## src/rtl/vx_tex_agent.sv

```systemverilog
// vx_tex_agent: issues tex requests tagged {uuid,slot} from a pending table and
// turns tex responses into registered writeback commits using the stored slot metadata.
module vx_tex_agent #(
   parameter int NUM_LANES    = 4,
   parameter int NUM_WARPS    = 4,
   parameter int PENDING_SIZE = 8,
   parameter int UUID_WIDTH   = 44,
   parameter int LOD_BITS     = 4,
   parameter int STAGE_BITS   = 1,
   localparam int NW_BITS     = (NUM_WARPS > 1) ? $clog2(NUM_WARPS) : 1,
   localparam int SLOT_BITS   = $clog2(PENDING_SIZE),
   localparam int TAG_WIDTH   = UUID_WIDTH + SLOT_BITS
) (
   input  logic                          clk,
   input  logic                          reset,
   input  logic                          exe_valid,
   input  logic [UUID_WIDTH-1:0]         exe_uuid,
   input  logic [NW_BITS-1:0]            exe_wid,
   input  logic [NUM_LANES-1:0]          exe_tmask,
   input  logic [31:0]                   exe_pc,
   input  logic [4:0]                    exe_rd,
   input  logic [2*NUM_LANES*32-1:0]     exe_coords,
   input  logic [NUM_LANES*LOD_BITS-1:0] exe_lod,
   input  logic [STAGE_BITS-1:0]         exe_stage,
   output logic                          exe_ready,
   output logic                          tex_req_valid,
   output logic [NUM_LANES-1:0]          tex_req_mask,
   output logic [2*NUM_LANES*32-1:0]     tex_req_coords,
   output logic [NUM_LANES*LOD_BITS-1:0] tex_req_lod,
   output logic [STAGE_BITS-1:0]         tex_req_stage,
   output logic [TAG_WIDTH-1:0]          tex_req_tag,
   input  logic                          tex_req_ready,
   input  logic                          tex_rsp_valid,
   input  logic [NUM_LANES*32-1:0]       tex_rsp_texels,
   input  logic [TAG_WIDTH-1:0]          tex_rsp_tag,
   output logic                          tex_rsp_ready,
   output logic                          commit_valid,
   output logic [UUID_WIDTH-1:0]         commit_uuid,
   output logic [NW_BITS-1:0]            commit_wid,
   output logic [NUM_LANES-1:0]          commit_tmask,
   output logic [31:0]                   commit_pc,
   output logic [4:0]                    commit_rd,
   output logic [NUM_LANES*32-1:0]       commit_data,
   input  logic                          commit_ready,
   output logic [SLOT_BITS:0]            pending_count
);
   logic [PENDING_SIZE-1:0] busy;
   logic [UUID_WIDTH-1:0]   t_uuid  [PENDING_SIZE];
   logic [NW_BITS-1:0]      t_wid   [PENDING_SIZE];
   logic [NUM_LANES-1:0]    t_tmask [PENDING_SIZE];
   logic [31:0]             t_pc    [PENDING_SIZE];
   logic [4:0]              t_rd    [PENDING_SIZE];
   logic                    full, exe_fire, rsp_fire;
   logic [SLOT_BITS-1:0]    aslot, rslot;
   logic [NUM_LANES*32-1:0] masked;

   assign full          = &busy;
   assign exe_ready     = ~reset & ~full & (~tex_req_valid | tex_req_ready);
   assign exe_fire      = exe_valid & exe_ready;
   assign tex_rsp_ready = ~commit_valid | commit_ready;
   assign rsp_fire      = tex_rsp_valid & tex_rsp_ready;
   assign rslot         = tex_rsp_tag[SLOT_BITS-1:0];

   // descending scan so the lowest free index wins
   always_comb begin
      aslot = '0;
      for (int i = PENDING_SIZE - 1; i >= 0; i--)
         if (!busy[i]) aslot = SLOT_BITS'(i);
   end

   always_comb begin
      masked = '0;
      for (int i = 0; i < NUM_LANES; i++)
         masked[i*32 +: 32] = t_tmask[rslot][i] ? tex_rsp_texels[i*32 +: 32] : 32'd0;
   end

   // alloc and free never hit the same slot: the freed slot is still busy pre-edge
   always_ff @(posedge clk or posedge reset) begin
      if (reset) begin
         busy          <= '0;
         pending_count <= '0;
         for (int i = 0; i < PENDING_SIZE; i++) begin
            t_uuid[i]  <= '0;
            t_wid[i]   <= '0;
            t_tmask[i] <= '0;
            t_pc[i]    <= '0;
            t_rd[i]    <= '0;
         end
      end else begin
         if (exe_fire) begin
            t_uuid[aslot]  <= exe_uuid;
            t_wid[aslot]   <= exe_wid;
            t_tmask[aslot] <= exe_tmask;
            t_pc[aslot]    <= exe_pc;
            t_rd[aslot]    <= exe_rd;
         end
         busy          <= (busy & ~(PENDING_SIZE'(rsp_fire) << rslot)) | (PENDING_SIZE'(exe_fire) << aslot);
         pending_count <= pending_count + (SLOT_BITS+1)'(exe_fire) - (SLOT_BITS+1)'(rsp_fire);
      end
   end

   always_ff @(posedge clk or posedge reset) begin
      if (reset) begin
         tex_req_valid  <= 1'b0;
         tex_req_mask   <= '0;
         tex_req_coords <= '0;
         tex_req_lod    <= '0;
         tex_req_stage  <= '0;
         tex_req_tag    <= '0;
      end else if (exe_fire) begin
         tex_req_valid  <= 1'b1;
         tex_req_mask   <= exe_tmask;
         tex_req_coords <= exe_coords;
         tex_req_lod    <= exe_lod;
         tex_req_stage  <= exe_stage;
         tex_req_tag    <= {exe_uuid, aslot};
      end else if (tex_req_ready) begin
         tex_req_valid  <= 1'b0;
      end
   end

   always_ff @(posedge clk or posedge reset) begin
      if (reset) begin
         commit_valid <= 1'b0;
         commit_uuid  <= '0;
         commit_wid   <= '0;
         commit_tmask <= '0;
         commit_pc    <= '0;
         commit_rd    <= '0;
         commit_data  <= '0;
      end else if (rsp_fire) begin
         commit_valid <= 1'b1;
         commit_uuid  <= t_uuid[rslot];
         commit_wid   <= t_wid[rslot];
         commit_tmask <= t_tmask[rslot];
         commit_pc    <= t_pc[rslot];
         commit_rd    <= t_rd[rslot];
         commit_data  <= masked;
      end else if (commit_ready) begin
         commit_valid <= 1'b0;
      end
   end

   a_rsp_busy: assert property (@(posedge clk) disable iff (reset) rsp_fire |-> busy[rslot]);
   a_rsp_uuid: assert property (@(posedge clk) disable iff (reset)
      rsp_fire |-> tex_rsp_tag[TAG_WIDTH-1:SLOT_BITS] == t_uuid[rslot]);
   a_no_full_issue: assert property (@(posedge clk) disable iff (reset) exe_fire |-> !full);
endmodule

```

## config.mk

```make
export PLATFORM = sky130hd
export DESIGN_NAME = vx_tex_agent
export DESIGN_NICKNAME = d
export VERILOG_FILES = /design/src/rtl/vx_tex_agent.sv
export SDC_FILE = /design/constraint.sdc
export NUM_CORES = 2
export LEC_CHECK = 0
export BUFFER_PORTS_ARGS = -buffer_cell sky130_fd_sc_hd__buf_2
export CAP_MARGIN = 20
export CORE_AREA = 2 2 422 424
export CTS_CLUSTER_SIZE = 8
export DETAILED_ROUTE_END_ITERATION = 8
export DIE_AREA = 0 0 424 426
export PLACE_DENSITY_LB_ADDON = 0.08
export SLEW_MARGIN = 10
export SYNTH_ARGS = -nofsm -noshare
export SYNTH_HDL_FRONTEND = slang
export SYNTH_SLANG_ARGS = --single-unit
```

## constraint.sdc

```tcl
create_clock -name clk -period 95.6 [get_ports clk]
set_input_delay 4.78 -clock clk [delete_from_list [all_inputs] [get_ports clk]]
set_output_delay 4.78 -clock clk [all_outputs]
set_load 0.02 [all_outputs]
```

[Word-level counts from Yosys, hierarchy flattened]
Index checks and enable logic that the tools add are counted.
Storage, ports and cells
  output and inout bits: 547
  word-level logic and storage cells: 127
  bits in registers: 1249
Cells by class
  shifts and indexed selects: 2
  multiplexer cells: 46
  $lt $le $gt $ge: 3
  reduce and logical (&&, ||, !) cells: 4
  $add $sub $neg: 2
  bitwise logic cells: 15
Operator list (count)
  $bwmux 352: 1
  $bwmux 256: 1
  $mux 32: 7
  $bmux 44 s3: 1
  $demux 44 s3: 1
  $mux 44: 3
  $bmux 32 s3: 1
  $demux 32 s3: 1
  $bwmux 40: 1
  $bwmux 32: 1
  $mux 3: 8
  $bwmux 16: 1
  $shl 1x3->8: 2
  $bmux 5 s3: 1
  $demux 5 s3: 1
  $mux 5: 3
  $bmux 4 s3: 1
  $demux 4 s3: 1
  $mux 4: 3
  $and 8x8->8: 1
  $ge 4x4->1 const B: 2
  $not 3->4: 2
  $not 8->8: 1
  $or 8x8->8: 1
  other kinds (13): 26

[Logic depth before layout (Yosys ltp)]
  depth after elaboration: 14
  mapped depth: 12

[Least setup slack after synthesis]
Ideal clock, no wire load.
  kind: input -> output
  from: in tex_req_ready
  to: out exe_ready
  cell stages on the path: 2
  path buffers: 0
  data arrival time: 5.443 ns
  slack: 85.377 ns
  cell sequence: nor2b_1 > a311oi_1
On the way
  word-level cells in the longest chain between the ends: 2
Ends and longest elaborated chain
  from (decl): RTL line 32  | input logic tex_req_ready,
  $or 1x1->1: RTL line 58  | assign exe_ready = ~reset & ~full & (~tex_req_valid | tex_req_ready);
  $and 1x1->1: RTL line 58
  to (decl): RTL line 25  | output logic exe_ready,
No other way between the ends.

[Worst setup path in the final report]
Ends and elaborated chain as after synthesis.

==> flow_summary.yaml <==
critical_path:
  r2r-start: "busy[0]$_DFF_PP0_"
  path_cells: "buf_2 > nor2b_1 > a311oi_1 > buf_2"
  reg2reg_depth: 6
  crit_buf_inv: 2
  slowest_stage: "a311oi_1"
  crit_top_cell: "buf_2"
  crit_family: "compound AO/OA/AOI/OAI gates"
  critical_path.endpoint_type: "output port"
  startpoint: "tex_req_ready"
  r2r_setup_slack_ps: 91480
  critical_path_cell_count: 4
  crit_fanout: 4
  critPathKind: "input port to output port"
  cp-start-kind: "input port"
  crit_required_ps: 90820
  cp_slowest_stage_delay_ps: 640
  timing.rr.end: "tex_req_coords[221]$_DFFE_PP0P_"
  arrival_ps: 5960
sta:
  rsz0062_at_grt: "false"
  period_minus_slack_ps: 10740
  skew_ps: 21.4
  final.setup.tns_ps: 0
  fin_crit_sh_pct: 11.2
  tightest_slew_ps: 1140
  clock.fmax_mhz: 93.1
  worst_hold_slack_ps: 469
  slew-limit-headroom_pct: 23.9
  slew_violations: 0
  finalHoldViolations: 0
  setup_violations: 0
grt:
  antenna_found_initial: 121
  grt_overflow: 0
  grt_pass1_vias: 32700
  track_usage_pct: 19.7
  grt_max_degree: 183
  grt_pass1_wl_mm: 255
route:
  first_pass_iters: 5
  num_vias: 31400
  antenna_left: 0
  remaining_drc_errors: 0
  wl_per_cell_um: 27.5
  drt-initial-drc-count: 1433
  viasPerCell: 4.77
  routed_wl_mm: 181
synth:
  yosys_register_bits: 1249
  synth_top_area_share_pct: 61.4
  synth_cell_types: 42
  netlist_instances: 3132
  yosysMostFrequentCell: "dfrtp_1"
  synthTopCellsByArea: "dfrtp_1 61%, mux2_2 22%, mux4_2 7.3%, a22o_1 2.2%, mux2i_1 1.6%"
  synth-edff-count: 0
  synth_nets: 3678
  yosysWarningCount: 0
  yosysSeqAreaShare_pct: 61.4
  synth_area_um2: 50900
  synth.avg_cell_area_um2: 16.2
  synth_ff_type: "dfrtp_1"
  yosys.area.top_type: "dfrtp_1"
  synthArstFlopShare_pct: 100
  synthTopCellsByCount: "1,249 x dfrtp_1, 999 x mux2_2, 166 x mux4_2"
pwr:
  p_leak_nw: 30.2
  ir_drop_v: 0.0000171
  powerDensity_nw_per_um2: 26.9
layout:
  final_nets: 4745
  area_delta_synth_final_pct: 25.0
  drive_gt1_share_pct: 58.6
  design_area_um2: 63600
  final.fill_count: 17200
  seq_area_um2: 31300
  multi_input_area_um2: 18800
  fin_cells: 6586
clock_tree:
  clk_path_buf_depth: 3
  tritoncts: "built"
  cts_resized: 0
  cts_max_level: 4
  root_buffer: "clkbuf_16"
  cts_hold_buf: 0
  cts_sinks: 1249
  path_clk_slew_ps: 50
  clk_latency_ps: 810
  cts_setup_buffers: 0
  cts_buffers: 176
run_status:
  status: "complete, no violations"
die:
  die_y_um: 426
  dieArea_um2: 181000
  die_w_um: 424
  row_count: 154
  core_um2: 176000
  io_pins: 1088
  start_util_pct: 29.0
placement:
  io_buffers: 1043
  place.detailed.hpwl_mm: 123
  dpl_cell_area_um2: 58700
  dp_cells: 6360
  gp_congestion: 0.813
hold_path:
  min_to: "commit_uuid[8]$_DFFE_PP0P_"
  holdCritPathClass: "flop to flop"
  hp-start: "commit_uuid[8]$_DFFE_PP0P_"
  hold_depth: 2
run:
  cap_viol_max_count: 0
==> per-layer routing <==
layer  vias to the layer above  part of all wire [%]  GRT usage, %
li1                      13700                     -             -
met1                     16500                    42          24.6
met2                       873                    50          33.9
met3                       391                   5.2          4.75
met4                        28                   3.0          5.69
met5                         -                 0.091             0
==> logic make-up (layout without fill, tap and decap cells) <==
logic type	Yosys count	in the layout	synth area share [%]
AO/OA/AOI/OAI	248	248	3.52
multiplexers	1274	1274	31.7
AND/OR/NAND/NOR	138	138	1.30
adder cells (fa/ha/maj)	5	5	0.138
buffers and inverters	215	1307	1.92
other	0	22	0
XOR/XNOR	3	3	0.0516
flip-flops	1249	1249	61.4
==> stage by stage <==
stage          setup WS [ps]  total power, W  util [%]
3_5_place_dp           84780         0.00116      33.4
3_3_place_gp           84780         0.00115      33.4
4_1_cts                84770         0.00174      36.1
6_report               84860         0.00171      36.2
2_1_floorplan          55620         0.00101         -
5_1_grt                84860         0.00180      36.2
==> placed cells by master (no fill, tap or decap), drive strengths merged <==
cell type and instances:
o21ai 89, o22ai 5, nor4b 2, a21o 7, bufinv 1, mux2 1025
fa 1, a22o 128, or2 1, nor2b 10, nor3 1, nand2 94
o2111ai 1, clkinv 7, mux4 166, mux2i 83, or3 2, nand4 3
inv 12, clkbuf 193, nand3b 1, a31oi 1, o311ai 1, ha 4
nand3 3, xnor2 3, nor4 4, a21boi 1, nor3b 1, a211oi 8
a21oi 4, a311oi 1, buf 1094, diode 22, nand2b 10, nor2 6
dfrtp 1249, o31ai 2
==> layout make-up <==
cell class	count	share of cell area (%)
Clock inverter	11	0.289
Clock buffer	192	7.27
Tap cell	2340	4.60
Antenna cell	22	0.0866
Timing Repair Buffer	1095	9.01
Sequential cell	1249	49.2
Multi-Input combinational cell	1668	29.5
Inverter	9	0.0649
==> where the power goes <==
group / internal [W] / leakage, nW / switching (W) / total [W]
clock network: 0.000339 / 2.36 / 0.000234 / 0.000573
registers: 0.000673 / 15.9 / 0.0000692 / 0.000742
logic: 0.000195 / 12.0 / 0.000202 / 0.000397
total: 0.00121 / 30.2 / 0.000505 / 0.00171
==> how the worst max path moves through the flow <==
stage	to	slack, ps
finish	exe_ready	84860
global route	exe_ready	84860
CTS	exe_ready	84770
detailed placement	exe_ready	84780
global placement	exe_ready	84780
floorplan	busy[0]$_DFF_PP0_	55620
==> registers in the layout, indices dropped and copies added (netlist names), 2 cells and up <==
name            cells
tex_req_coords    256
commit_data       128
commit_rd           5
pending_count       4
tex_req_lod        16
commit_pc          32
t_wid              16
commit_uuid        44
t_rd               40
tex_req_tag        47
t_uuid            352
t_pc              256
tex_req_mask        4
busy                8
t_tmask            32
commit_wid          2
commit_tmask        4
==> tightest hold or removal path, stage by stage, from the launching register on <==
cell and delay (ps):
dfrtp_1 330, nand2_1 40, o21ai_0 60
(Power assumes the default switching activity.)
